<file path="src/rtl/muler_iter.sv">
// Iterative shift-add integer multiplier for RV64 MUL/MULH/MULHSU/MULHU/MULW.
// Retires STEP multiplier bits per CALC cycle; sign fix-up happens in a dedicated FIX cycle.
module muler_iter #(
  parameter int unsigned XLEN = 64,
  parameter int unsigned STEP = 2
) (
  input  logic            clock,
  input  logic            reset,
  input  logic            mul_valid,
  input  logic            flush,
  input  logic            mulw,
  input  logic [1:0]      mul_signed,
  input  logic [XLEN-1:0] multiplicand,
  input  logic [XLEN-1:0] multiplier,
  output logic            mul_ready,
  output logic            out_valid,
  input  logic            out_ready,
  output logic [XLEN-1:0] result_hi,
  output logic [XLEN-1:0] result_lo
);

  if (!(STEP == 1 || STEP == 2 || STEP == 4 || STEP == 8) ||
      (XLEN % STEP) != 0 || (XLEN % 2) != 0 || XLEN < 32) begin : g_bad_param
    $error("muler_iter: unsupported XLEN/STEP combination");
  end

  localparam int unsigned CW = $clog2(XLEN + 1);

  typedef enum logic [1:0] {IDLE, CALC, FIX, DONE} state_t;

  state_t            state, state_nxt;
  logic [2*XLEN-1:0] prod;
  logic [2*XLEN-1:0] mcand;
  logic [XLEN-1:0]   mplier;
  logic [CW-1:0]     count;
  logic              neg;
  logic              is_w;

  logic [XLEN-1:0]   op_mask, a_w, b_w, a_mag, b_mag;
  logic              sa, sb, accept;
  logic [2*XLEN-1:0] partial, fixed;

  // Operands are conditioned to magnitudes at N-bit width; |most-negative| still fits unsigned N bits.
  always_comb begin
    op_mask = mulw ? {{(XLEN-32){1'b0}}, 32'hFFFF_FFFF} : '1;
    a_w     = multiplicand & op_mask;
    b_w     = multiplier & op_mask;
    sa      = mul_signed[1] & (mulw ? multiplicand[31] : multiplicand[XLEN-1]);
    sb      = (mul_signed == 2'b11) & (mulw ? multiplier[31] : multiplier[XLEN-1]);
    a_mag   = (sa ? -a_w : a_w) & op_mask;
    b_mag   = (sb ? -b_w : b_w) & op_mask;
    accept  = (state == IDLE) & mul_valid & ~flush;
  end

  always_comb begin
    partial = '0;
    for (int unsigned i = 0; i < STEP; i++) begin
      if (mplier[i]) partial = partial + (mcand << i);
    end
    fixed = neg ? -prod : prod;
  end

  always_comb begin
    state_nxt = state;
    unique case (state)
      IDLE: if (accept) state_nxt = CALC;
      CALC: if (count == CW'(1)) state_nxt = FIX;
      FIX:  state_nxt = DONE;
      DONE: if (out_ready) state_nxt = IDLE;
      default: state_nxt = IDLE;
    endcase
    if (flush) state_nxt = IDLE;
  end

  always_ff @(posedge clock or negedge reset) begin
    if (!reset) state <= IDLE;
    else        state <= state_nxt;
  end

  always_ff @(posedge clock or negedge reset) begin
    if (!reset) begin
      prod      <= '0;
      mcand     <= '0;
      mplier    <= '0;
      count     <= '0;
      neg       <= 1'b0;
      is_w      <= 1'b0;
      result_hi <= '0;
      result_lo <= '0;
    end else begin
      unique case (state)
        IDLE: if (accept) begin
          mcand  <= {{XLEN{1'b0}}, a_mag};
          mplier <= b_mag;
          prod   <= '0;
          neg    <= sa ^ sb;
          is_w   <= mulw;
          count  <= mulw ? CW'(32 / STEP) : CW'(XLEN / STEP);
        end
        CALC: if (!flush) begin
          prod   <= prod + partial;
          mcand  <= mcand << STEP;
          mplier <= mplier >> STEP;
          count  <= count - CW'(1);
        end
        FIX: if (!flush) begin
          result_hi <= is_w ? '0 : fixed[2*XLEN-1:XLEN];
          result_lo <= is_w ? {{(XLEN-32){fixed[31]}}, fixed[31:0]} : fixed[XLEN-1:0];
        end
        default: ;
      endcase
    end
  end

  assign mul_ready = (state == IDLE);
  assign out_valid = (state == DONE);

endmodule

</file>
<file path="config.mk">
export PLATFORM = sky130hd
export DESIGN_NAME = muler_iter
export DESIGN_NICKNAME = d
export VERILOG_FILES = /design/src/rtl/muler_iter.sv
export SDC_FILE = /design/constraint.sdc
export NUM_CORES = 2
export LEC_CHECK = 0
export ABC_CLOCK_PERIOD_IN_PS = 11100
export BUFFER_PORTS_ARGS = -buffer_cell sky130_fd_sc_hd__buf_2
export CAP_MARGIN = 20
export CORE_UTILIZATION = 45
export CTS_CLUSTER_DIAMETER = 30
export DETAILED_ROUTE_END_ITERATION = 6
export SKIP_CTS_REPAIR_TIMING = 1
export SKIP_LAST_GASP = 1
export SLEW_MARGIN = 20
export SYNTH_ARGS = -nofsm -noshare
export SYNTH_HDL_FRONTEND = slang
export SYNTH_SLANG_ARGS = --single-unit
</file>
<file path="constraint.sdc">
create_clock -name clock -period 11.1 [get_ports clock]
set_input_delay 0.555 -clock clock [delete_from_list [all_inputs] [get_ports clock]]
set_output_delay 0.555 -clock clock [all_outputs]
set_load 0.005 [all_outputs]
</file>
==> run summary <==
Status: finished, final reports clean
Synth Area per Inst: 7.414 µm²
CTS tree: done
Hold Vio Cnt, Final: 0
Critical Path Sink Type: flop
Final Cycle Share: 81.57%
Cell area after placement: 0.04475 mm²
Final min period: 9.055 ns
CP bufs+invs: 2
Row count: 113
Critical Path AT: 9.56 ns
Final Wtd Congestion: 0.9927
DRT Pass-1 Iters: 6
Hold Crit Class: primary input to flop
Vias in the first global route: 38,716
Multi-input logic area: 0.02963 mm²
Fillers: 9,368
Dominant cells by area after synthesis: dfrtp_1 27%, o21ai_0 8.0%, nand2_1 8.0%, ha_1 6.3%, xor2_1 6.2%
Max Clock Skew: 0.04136 ns
Top-count cell post-synth: nand2_1
Max Transition Viols Final: 0
Syn nets: 6,173
CP Class: flop to flop
Yosys reg bits: 459
Yosys warns: 0
CP Depth: 35
First-pass GRT wire length: 222,400 µm
Cells after synthesis: 5,819
Die X-Extent: 311.6 µm
Remaining DRCs: 0
Setup TNS: 0 ns
RSZ-0062 raised after global routing: no
Routed Antenna Nets: 0
Gr ovfl total: 0
Root buffer cell: clkbuf_16
Fmax: 110.4 MHz
Layout cell share with drive strength beyond 1: 10.03%
Routed wire length: 139,800 µm
Design Area, Final: 0.04869 mm²
Seq/Total Area, Yosys: 26.62%
Num ports: 266
M1 GR Usage: 44.15%
Max_cap viols: 0
Port Buffer Count: 265
Share of Yosys cell area claimed by the top area cell type: 26.62%
Seq. cell area: 0.01150 mm²
Ys flop type: dfrtp_1
Cell Pwr Density: 260.1 mW/mm²
Layout Cells excl Fill: 7,161
# H-tree levels: 3
M3 GR Usage: 7.008%
Total Routing Usage GR: 28.22%
Yosys cell types: 94
Clk slew on worst S/H paths: 0.05 ns
Die area: 0.09711 mm²
Clk_lat worst skew: 0.68 ns
Max Buffers Root-to-Sink: 3
Slowest CP cell: dfrtp_4
Detailed Route Iter0 Violations: 4,299
Commonest cells post-synth: 918 x nand2_1, 692 x o21ai_0, 503 x a21oi_1
Antenna violations before repair: 26
Static Leak: 21.74 nW
Worst endpoint required time: 11.61 ns
GR Util met2: 37.53%
# setup viols final: 0
Global route hottest layer: met1
Number of buffers created by CTS: 108
Cell taking the most area after synthesis: dfrtp_1
Core Region: 0.09501 mm²
Via density: 5.904
Crit-path leading delay family: compound AO/OA/AOI/OAI gates
Routed len/inst: 19.52 µm
Die Span Y: 311.6 µm
Peak supply drop: 0.1529 mV
DP Cell Count: 6,948
CP max stage delay: 0.82 ns
Mapped cell area: 0.04314 mm²
Slew headroom: 28.16%
FF-to-FF setup slack: 2.05 ns
Worst hold stages: 2
Final HPWL DP: 107,100 µm
Max Fanout on Critical Path: 69
Hold slack final: 0.1613 ns
Vias after detailed routing: 42,280
Final nets: 6,148
P&R area growth vs syn: 12.85%
Cell mode on critical path: a21oi_1
Pin count of the biggest net entering global routing: 140
Asr flop ratio synth: 100.0%
Kind of launch point of the worst setup path: flop
EDFF count, synth: 0
Clock sink count: 459
Worst Max-Slew Pin Slew: 1.075 ns
Initial core utilization: 45.41%
Worst r2r path cells: 35
[path summary, 6_finish.rpt]
kind,from,end
min in group asynchronous,reset,result_hi[39]$_DFFE_PN0P_
max in group asynchronous,reset,mplier[1]$_DFFE_PN0P_
hold / removal,flush,state[1]$_DFFE_PN0P_
setup / recovery,mplier[0]$_DFFE_PN0P_,prod[119]$_DFFE_PN0P_
hold reg to reg,result_hi[16]$_DFFE_PN0P_,result_hi[16]$_DFFE_PN0P_
setup reg to reg,mplier[0]$_DFFE_PN0P_,prod[119]$_DFFE_PN0P_
[stage by stage]
stage | setup WS [ns] | utilization [%] | power, mW
4_1_cts | 2.202 | 51.19 | 12.65
5_1_grt | 1.394 | 51.23 | 13.60
2_1_floorplan | 2.010 | - | 7.393
3_5_place_dp | 2.178 | 47.09 | 9.232
3_3_place_gp | 2.495 | 47.09 | 9.181
6_report | 2.045 | 51.24 | 12.66
[cells by family (layout without fill, tap and decap cells)]
| family | after synthesis | in the layout | synth area share (%) |
|---|---|---|---|
| AND/OR/NAND/NOR | 2123 | 2123 | 23.53 |
| multiplexers | 59 | 59 | 1.482 |
| buffers and inverters | 550 | 614 | 4.814 |
| AO/OA/AOI/OAI | 1859 | 1859 | 26.01 |
| flip-flops | 459 | 459 | 26.62 |
| other | 0 | 13 | 0 |
| adder cells (fa/ha/maj) | 219 | 219 | 6.380 |
| XOR/XNOR | 550 | 550 | 11.17 |
[worst reg2reg max path: cells and delay by family, from the launching register on]
kind                     cells  cell delay [ns]
AO/OA/AOI/OAI               17             4.01
AND/OR/NAND/NOR             10             2.34
adder cells (fa/ha/maj)      3             1.05
flip-flops                   1             0.82
XOR/XNOR                     3             0.53
buffers and inverters        2             0.15
[state kept, by name, summed over array words and instances, names as in the netlist, 2 cells and up]
register   flops
result_hi     64
mcand        128
prod         128
result_lo     64
mplier        64
count          7
state          2
[cells in the final DEF, fill, tap and decap left out, types with 86 or more instances in the layout]
cell	n
a21o_1	153
a21oi_1	502
buf_2	264
clkbuf_16	109
dfrtp_1	456
ha_1	215
inv_1	114
nand2_1	917
nand3_1	127
nand4_1	114
nor2_1	376
o21ai_0	692
o31ai_1	86
xnor2_1	243
xor2_1	307
[cell type report]
cell class | instances | area share (%)
antenna | 13 | 0.06682
inverter | 114 | 0.8789
clock inverter | 65 | 1.850
sequential | 459 | 23.62
clock buffer | 134 | 6.145
tap | 1265 | 3.251
multi-input combinational | 4810 | 60.86
timing repair buffer | 301 | 3.331
[power by group]
part / switching [mW] / total (mW) / internal (mW)
combinational: 3.86 / 6.10 / 2.23
clock: 1.04 / 3.36 / 2.32
sequential: 1.02 / 3.21 / 2.19
[metal layers]
metal,up-vias,routed length [µm]
li1,20803,-
met1,19742,69940
met2,1514,53620
met3,197,13070
met4,24,3061
met5,-,128
Note: power is estimated with default switching activity, not from simulation.
